<file path="config.mk">
export PLATFORM = sky130hd
export DESIGN_NAME = instr_fetch
export DESIGN_NICKNAME = d
export VERILOG_FILES = /design/src/rtl/rv_pkg.sv /design/src/rtl/fetch_fifo.sv /design/src/rtl/instr_fetch.sv
export SDC_FILE = /design/constraint.sdc
export NUM_CORES = 1
export LEC_CHECK = 0
export ABC_AREA = 1
export CAP_MARGIN = 20
export CELL_PAD_IN_SITES_DETAIL_PLACEMENT = 1
export CELL_PAD_IN_SITES_GLOBAL_PLACEMENT = 2
export CORE_MARGIN = 5
export CORE_UTILIZATION = 32
export CTS_CLUSTER_DIAMETER = 30
export DETAILED_ROUTE_END_ITERATION = 7
export PLACE_DENSITY = 0.88
export SKIP_LAST_GASP = 1
export SLEW_MARGIN = 20
export SYNTH_ARGS = -nofsm -noshare
export SYNTH_HDL_FRONTEND = slang
export SYNTH_SLANG_ARGS = --single-unit
</file>
<file path="constraint.sdc">
create_clock -name clk -period 5.5 [get_ports clk]
set_clock_uncertainty 0.2 [all_clocks]
set_input_delay 1.1 -clock clk [delete_from_list [all_inputs] [get_ports clk]]
set_output_delay 1.1 -clock clk [all_outputs]
set_load 0.02 [all_outputs]
</file>
<file path="src/rtl/rv_pkg.sv">
// Shared definitions for the fetch front end: datapath width, the canonical
// NOP used when nothing is buffered, and the fetch FSM state encoding.
package rv_pkg;

  localparam int XLEN = 32;

  // addi x0, x0, 0
  localparam logic [31:0] NOP_INSTR = 32'h0000_0013;

  typedef enum logic [1:0] {
    IDLE = 2'd0,
    REQ  = 2'd1,
    DROP = 2'd2
  } fetch_state_t;

endpackage

</file>
<file path="src/rtl/fetch_fifo.sv">
// Small synchronous FIFO holding fetched {pc, instr} entries.
// Flush has priority over push and pop. The head entry is read straight from
// storage, so a word pushed on one edge is visible on the next cycle.
module fetch_fifo
  import rv_pkg::*;
#(
  parameter int WIDTH = 64,
  parameter int DEPTH = 2
) (
  input  logic                     clk,
  input  logic                     nreset,
  input  logic                     flush,
  input  logic                     push,
  input  logic [WIDTH-1:0]         push_data,
  input  logic                     pop,
  output logic [WIDTH-1:0]         head_data,
  output logic [$clog2(DEPTH):0]   count,
  output logic                     empty,
  output logic                     full
);

  localparam int AW = $clog2(DEPTH);
  localparam int CW = AW + 1;

  logic [WIDTH-1:0] mem [DEPTH];
  logic [AW-1:0]    wr_ptr_reg;
  logic [AW-1:0]    rd_ptr_reg;
  logic [CW-1:0]    count_reg;
  logic             push_ok;
  logic             pop_ok;

  assign empty     = (count_reg == '0);
  assign full      = (count_reg == CW'(DEPTH));
  assign pop_ok    = pop && !empty;
  // A push into a full buffer is only safe if the head leaves on the same edge.
  assign push_ok   = push && (!full || pop_ok);
  assign head_data = mem[rd_ptr_reg];
  assign count     = count_reg;

  // Pointer and occupancy bookkeeping; flush discards everything at once.
  always_ff @(posedge clk or negedge nreset) begin
    if (!nreset) begin
      wr_ptr_reg <= '0;
      rd_ptr_reg <= '0;
      count_reg  <= '0;
    end else if (flush) begin
      wr_ptr_reg <= '0;
      rd_ptr_reg <= '0;
      count_reg  <= '0;
    end else begin
      if (push_ok) wr_ptr_reg <= wr_ptr_reg + AW'(1);
      if (pop_ok)  rd_ptr_reg <= rd_ptr_reg + AW'(1);
      count_reg <= count_reg + CW'(push_ok) - CW'(pop_ok);
    end
  end

  // Entry storage; contents need no reset because occupancy gates visibility.
  always_ff @(posedge clk) begin
    if (push_ok && !flush) mem[wr_ptr_reg] <= push_data;
  end

endmodule

</file>
<file path="src/rtl/instr_fetch.sv">
// Instruction fetch stage: owns the PC, issues one word read at a time to
// instruction memory, buffers returned words and hands {instruction, pc} to
// decode. A redirect flushes the buffer; a request already on the bus is
// allowed to complete at its original address and its data is thrown away.
module instr_fetch
  import rv_pkg::*;
#(
  parameter logic [31:0] RESET_PC   = 32'h0000_0000,
  parameter int          FIFO_DEPTH = 2,
  parameter int          XLEN       = 32
) (
  input  logic            clk,
  input  logic            nreset,
  output logic            imem_req,
  output logic [XLEN-1:0] imem_addr,
  input  logic            imem_ack,
  input  logic [XLEN-1:0] imem_rdata,
  input  logic            redirect,
  input  logic [XLEN-1:0] redirect_pc,
  output logic            inst_valid,
  input  logic            inst_ready,
  output logic [XLEN-1:0] instruction,
  output logic [XLEN-1:0] inst_pc
);

  localparam int CW = $clog2(FIFO_DEPTH) + 1;

  fetch_state_t      state_reg;
  fetch_state_t      state_next;
  logic [XLEN-1:0]   pc_reg;
  logic [XLEN-1:0]   pc_next;
  logic [XLEN-1:0]   drop_addr_reg;
  logic [XLEN-1:0]   drop_addr_next;
  logic [XLEN-1:0]   redirect_target;

  logic              fifo_push;
  logic              fifo_pop;
  logic              fifo_flush;
  logic [2*XLEN-1:0] fifo_head;
  logic [CW-1:0]     fifo_count;
  logic              fifo_empty;
  logic              fifo_full;
  logic [CW-1:0]     count_after_push;

  assign redirect_target = redirect_pc & ~XLEN'(3);

  // A redirect flushes the buffer, so a pop in that cycle has nothing to remove.
  assign fifo_flush = redirect;
  assign fifo_pop   = inst_valid && inst_ready && !redirect;

  // Occupancy seen by the FSM if the current ack is pushed this cycle.
  assign count_after_push = fifo_count + CW'(1) - CW'(fifo_pop);

  fetch_fifo #(
    .WIDTH (2 * XLEN),
    .DEPTH (FIFO_DEPTH)
  ) u_fifo (
    .clk       (clk),
    .nreset    (nreset),
    .flush     (fifo_flush),
    .push      (fifo_push),
    .push_data ({pc_reg, imem_rdata}),
    .pop       (fifo_pop),
    .head_data (fifo_head),
    .count     (fifo_count),
    .empty     (fifo_empty),
    .full      (fifo_full)
  );

  assign inst_valid  = !fifo_empty;
  assign instruction = fifo_empty ? XLEN'(NOP_INSTR) : fifo_head[XLEN-1:0];
  assign inst_pc     = fifo_empty ? '0 : fifo_head[2*XLEN-1:XLEN];

  // State, PC and held drop address registers.
  always_ff @(posedge clk or negedge nreset) begin
    if (!nreset) begin
      state_reg     <= IDLE;
      pc_reg        <= XLEN'(RESET_PC);
      drop_addr_reg <= XLEN'(RESET_PC);
    end else begin
      state_reg     <= state_next;
      pc_reg        <= pc_next;
      drop_addr_reg <= drop_addr_next;
    end
  end

  // Next-state, PC update and memory interface outputs.
  always_comb begin
    state_next     = state_reg;
    pc_next        = pc_reg;
    drop_addr_next = drop_addr_reg;
    fifo_push      = 1'b0;
    imem_req       = 1'b0;
    imem_addr      = pc_reg;

    case (state_reg)
      IDLE: begin
        if (redirect) begin
          pc_next = redirect_target;
        end else if (!fifo_full) begin
          // Nothing is outstanding here, so a free slot is enough to issue.
          state_next = REQ;
        end
      end

      REQ: begin
        imem_req = 1'b1;
        if (redirect) begin
          pc_next = redirect_target;
          if (imem_ack) begin
            // The word arriving now belongs to the old stream; drop it.
            state_next = IDLE;
          end else begin
            // The open request must keep its address until it completes.
            drop_addr_next = pc_reg;
            state_next     = DROP;
          end
        end else if (imem_ack) begin
          fifo_push = 1'b1;
          pc_next   = pc_reg + XLEN'(4);
          state_next = (count_after_push < CW'(FIFO_DEPTH)) ? REQ : IDLE;
        end
      end

      DROP: begin
        imem_req  = 1'b1;
        imem_addr = drop_addr_reg;
        if (redirect) pc_next = redirect_target;
        if (imem_ack) state_next = IDLE;
      end

      default: begin
        state_next = IDLE;
      end
    endcase
  end

endmodule

</file>
# Yosys cells after proc, flatten, opt, wreduce, memory -nomap -nowiden
# Memory sizes are Yosys's and may differ from the RTL's.
# Index checks and enable logic that the tools add are counted.
# totals
wordCells	69
n_memories	1
inputBits	69
ff_bits	70
mem_bits_rw	128
out_inout_bits	98
# classes
reduce_logical	19
n_bitwise	1
eq_ne	8
n_mux	26
magnitude_cmp	1
n_addsub	7
# mem_list
name	words	width	read_ports	rd_clocked_by_memory_dff	wr	line	rtl
u_fifo.mem	2	64	1	0	1	fetch_fifo.sv:25	logic [WIDTH-1:0] mem [DEPTH];
# op_table
operator	n
2-to-1 mux 32 bit	6
case mux 32 bit (2 select lines)	1
adder 32 x 3 -> 32 bit (second input constant)	1
2-to-1 mux 2 bit	7
2-to-1 mux 1 bit	11
inequality test 2 bit (second input constant)	3
case mux 2 bit (3 select lines)	1
AND reduction 3 bit	2
nonzero test 2 bit	3
logical AND 1 bit	5
== test 2 bit (second input constant)	2
logical NOT 2 bit	2
AND reduction 4 bit	1
OR reduction 2 bit	2
subtractor 2 x 1 -> 2 bit	2
logical NOT 1 bit	3
inequality test 3 bit (second input constant)	1
adder 1 bit (second input constant)	2
adder 2 x 1 -> 2 bit	1
adder 2 x 1 -> 2 bit (second input constant)	1
== test 2 x 1 -> 1 bit (second input constant)	1
< comparator 2 bit (second input constant)	1
inequality test 2 x 1 -> 1 bit (second input constant)	1
logical OR 1 bit	1
NOT 1 bit	1

# Depth between registers and ports, before layout
# logic_depth
depth_word	10
ltp_mapped	12
depth_no_buf	11

# Hierarchy
# From an unflattened synthesis, not the netlist that was laid out.
# hier_totals
cells_unflattened	1110
hier_area_um2	9377.7
# modules_own_cells
mod	seq_area_each_um2	n_inst	area_per_inst_um2	cells_each
fetch_fifo	3943.8	1	4927.2	373
instr_fetch	1551.5	1	4450.5	737

# Worst setup path before layout
# OpenSTA, ideal clock, no wires.
# synth_path
kind	input to register
start	in redirect
end	mem u_fifo.mem[1][0], enable pin
setup_time_ps	483
path_slack_ps	579
path_stages	7
required_ps	4817
arrival_ps	4237
path_cell_list	inv_2 > nand2_2 > inv_2 > nand2_1 > a31oi_1 > inv_1 > nor2_1
# synth_via
elab_chain_cells	8
word_cells_on_any_way	10
cone_classes	mux (4); reduce/logical (6)
# synth_lines
element	line	rtl
start, declared	instr_fetch.sv:18	input logic redirect,
logical NOT 1 bit	fetch_fifo.sv:59, instr_fetch.sv:49	
logical AND 1 bit	instr_fetch.sv:49	assign fifo_pop = inst_valid && inst_ready && !redirect;
logical AND 1 bit	fetch_fifo.sv:34	assign pop_ok = pop && !empty;
logical OR 1 bit	fetch_fifo.sv:36	assign push_ok = push && (!full || pop_ok);
logical AND 1 bit	fetch_fifo.sv:36	
logical AND 1 bit *	fetch_fifo.sv:59	if (push_ok && !flush) mem[wr_ptr_reg] <= push_data;
2-to-1 mux 1 bit *	fetch_fifo.sv:59	
2-to-1 mux 1 bit (not written as such) *	fetch_fifo.sv:59	
end, declared	fetch_fifo.sv:25	
# Mark *: on every way between the ends. The rest lies on a longest branch, timed or not.

# Worst setup path after layout
# layout_path
start	reg state_reg[0]
end	out imem_addr[2]
# layout_via
elab_chain_cells	2
# layout_lines
element	line	rtl
start, declared	instr_fetch.sv:28	fetch_state_t state_reg;
start signal, assigned	instr_fetch.sv:81	state_reg <= state_next;
== test 2 bit	instr_fetch.sv:96	case (state_reg)
2-to-1 mux 32 bit	instr_fetch.sv:96	
end, declared	instr_fetch.sv:15	output logic [XLEN-1:0] imem_addr,
# Every way passes these cells.

==> metrics <==
Synth Area in Adders 0.007201; post-route ant nets 0; row cnt 60; CP delay by family, top adder cells; Area after DPL 0.01059 mm2; Max Clk Rate 246.1 MHz; io pins 167; Slew @ Worst Pin 0.9863 ns; first-pass GRT wire length 38.98 mm; worst-path fanout max 61; outcome complete, no violations; combinational share of power 0.379; worst min-delay path class reg2reg; area delta synth->final 28.88%; LEAKAGE 0.004323 uW; Critical-path top delay cell ha_2; die height 174.8 um; Buffers on Ports 160; Post-synth EDFFs 124; clk_lat worst skew 0.44 ns; Post-Synth Simple-Gate Area 0.2185; cell with the most instances after synthesis nand2_1; flops & latches, synth 190; initial antenna violation count 0; H-Tree Depth 4; Worst Hold Slack 0.2943 ns; ratio of cells with drive above 1 in the final layout 0.05126; fin crit period 4.063 ns; Max IR drop VDD 0.0002323 V; Top FF cell, synth edfxtp_1; sw frac 0.4090; CTS Sinks 190; TritonRoute pass-1 iters 4; P_sw 2295 uW; sequential power share 0.396; Vias/cell 4.805; Synth cell types 32; area share of the largest cell type after synthesis 0.4286; vias in the first global route 7,069; largest cells by area after synthesis edfxtp_1 43%, dfrtp_1 19%, nand2_1 15%; die area 0.03054 mm2; die span in x 174.8 um; via count 6,981; Max Cap Viol 0; Slew Limit Fails 0; CP bufs+invs 2; power density over the cells 501.2 mW/mm2; Worst EP arrival 2.76 ns; CP endpoint kind output pin; max incr delay on CP 0.84 ns; # resized after CTS 0; clk slew on worst S/H paths 0.09 ns; asr flop ratio synth 0.3474; clk buf depth 2; Num CTS Buffers 17; WL/cell 17.17 um; Tcrit/Tclk final 0.7388; nets 1,173; Int Pwr 3316 uW; sequential fraction of the synthesis area 0.6188; CP Data Required Time 4.20 ns; CTS tree done; post-synthesis compound-gate area fraction 0.09909; CP Class reg2out; synthesized cell area 0.008687 mm2; critical-path cell list inv_1 -> ha_2 -> nand2_1 -> o21ai_0 -> clkdlybuf4s50_1; synth warn 0; Antenna Cells 0; Core ar. 0.02688 mm2; synth cell count leaders 338 x nand2_1, 124 x edfxtp_1, 93 x nor2_1; # setup viols final 0; Final Instance Area 0.01120 mm2; mux contribution to synthesized area 0; max reg flops 124; setup TNS 0 ns; DR DRC count 0; GRT Residual Overflow 0; Post-DP HPWL 17.24 mm; normalized max-slew margin 0.3424; Synth area leader edfxtp_1; all-layer global routing usage 0.1617; drt first-iter violations 304; Syn Inst Count 958; xor and xnor area share after synthesis 0.004033; clock network fraction of total power 0.225; pin count of the biggest net entering global routing 63; Initial Utilization 0.3232; Final GP Congestion 0.8618; Hold Violations, Final 0; syn_area_per_cell 9.068 um2; hold buffer count at cts 0; CTS Root Cell clkbuf_16; unrepaired setup endpoints after global routing false; WL final 24.94 mm; filler cell count 3,064; CP startpoint kind flop; total setup buffers inserted after CTS 0; largest family of logic cells by synthesized area simple AND/OR/NAND/NOR gates
-- layout make-up --
type,instances,area [um2],share of cell area
Clock buffer,17,425.4,0.03800
Clock inverter,15,183.9,0.01643
Inverter,58,217.7,0.01945
Multi-Input combinational cell,664,2897,0.2587
Sequential cell,190,5376,0.4802
Tap cell,341,426.7,0.03811
Timing Repair Buffer,168,1669,0.1491
-- worst paths after layout --
kind	end	slack, ns	from	cells after the start
worst min-delay path	drop_addr_reg[14]	0.29	drop_addr_reg[14]	2
worst min register to register	drop_addr_reg[14]	0.29	drop_addr_reg[14]	2
max in group asynchronous	u_fifo.rd_ptr_reg	3.49	nreset	2
worst max register to register	pc_reg[19]	2.23	state_reg[0]	10
worst max-delay path	imem_addr[2]	1.44	state_reg[0]	5
min in group asynchronous	drop_addr_reg[7]	0.61	nreset	1
-- metrics by stage --
stage / instances / total power (uW) / util / worst slack [ns]
after floorplan: 961 / 3441 / - / 0.5794
after global placement: 1421 / 4330 / 0.3939 / 1.663
after detailed placement: 1421 / 4394 / 0.3939 / 1.604
after CTS: 1453 / 5686 / 0.4166 / 1.369
after global routing: 1453 / 6005 / 0.4166 / 1.179
final: 1453 / 5611 / 0.4166 / 1.437
-- kinds of logic (layout without fill, tap and decap cells) --
family,count (synthesis),after routing
and+or+nand+nor,483,483
DFF,190,190
AOI/OAI and AO/OA,168,168
buffers and inverters,107,258
adders and majority gates,5,5
xor gates and xnor gates,4,4
other,1,4
-- layer usage --
| layer | wire length, um | vias to the layer above | global-route usage |
|---|---|---|---|
| met1 | 12080 | 3371 | 0.2313 |
| met2 | 11480 | 160 | 0.2562 |
| met4 | 259 | 0 | 0.04157 |
| li1 | - | 3436 | - |
| met5 | 0 | - | 0 |
| met3 | 1122 | 14 | 0.02791 |
-- layout by cell type (no fill, tap or decap), types with 4 or more instances in the layout --
master | netlist | final
nor2_1 | 93 | 90
inv_8 | 0 | 6
conb_1 | 1 | 4
o21ai_0 | 81 | 81
inv_1 | 53 | 53
ha_1 | 5 | 4
clkbuf_16 | 0 | 17
clkdlybuf4s50_1 | 0 | 159
xor2_1 | 4 | 4
o21ai_1 | 7 | 7
buf_4 | 9 | 7
edfxtp_1 | 124 | 124
dfrtp_1 | 66 | 65
inv_2 | 5 | 5
o22ai_1 | 4 | 4
nand3_1 | 41 | 41
nand2_1 | 338 | 338
a21oi_1 | 70 | 70
-- power by group through the flow --
stage | Combinational (uW) | Sequential, uW | Clock, uW
floorplan | 1320 | 2120 | 0
CTS | 2160 | 2220 | 1300
global route | 2370 | 2270 | 1360
global placement | 2110 | 2220 | 0
detailed placement | 2140 | 2250 | 0
finish | 2130 | 2220 | 1260
-- tightest hold or removal path: cells and delay by family, from the launching register on --
| kind | cells | cell delay, ns |
|---|---|---|
| AOI/OAI and AO/OA | 1 | 0.06 |
| DFF | 1 | 0.35 |
| and+or+nand+nor | 1 | 0.05 |
Note: power is estimated with default switching activity, not from simulation.
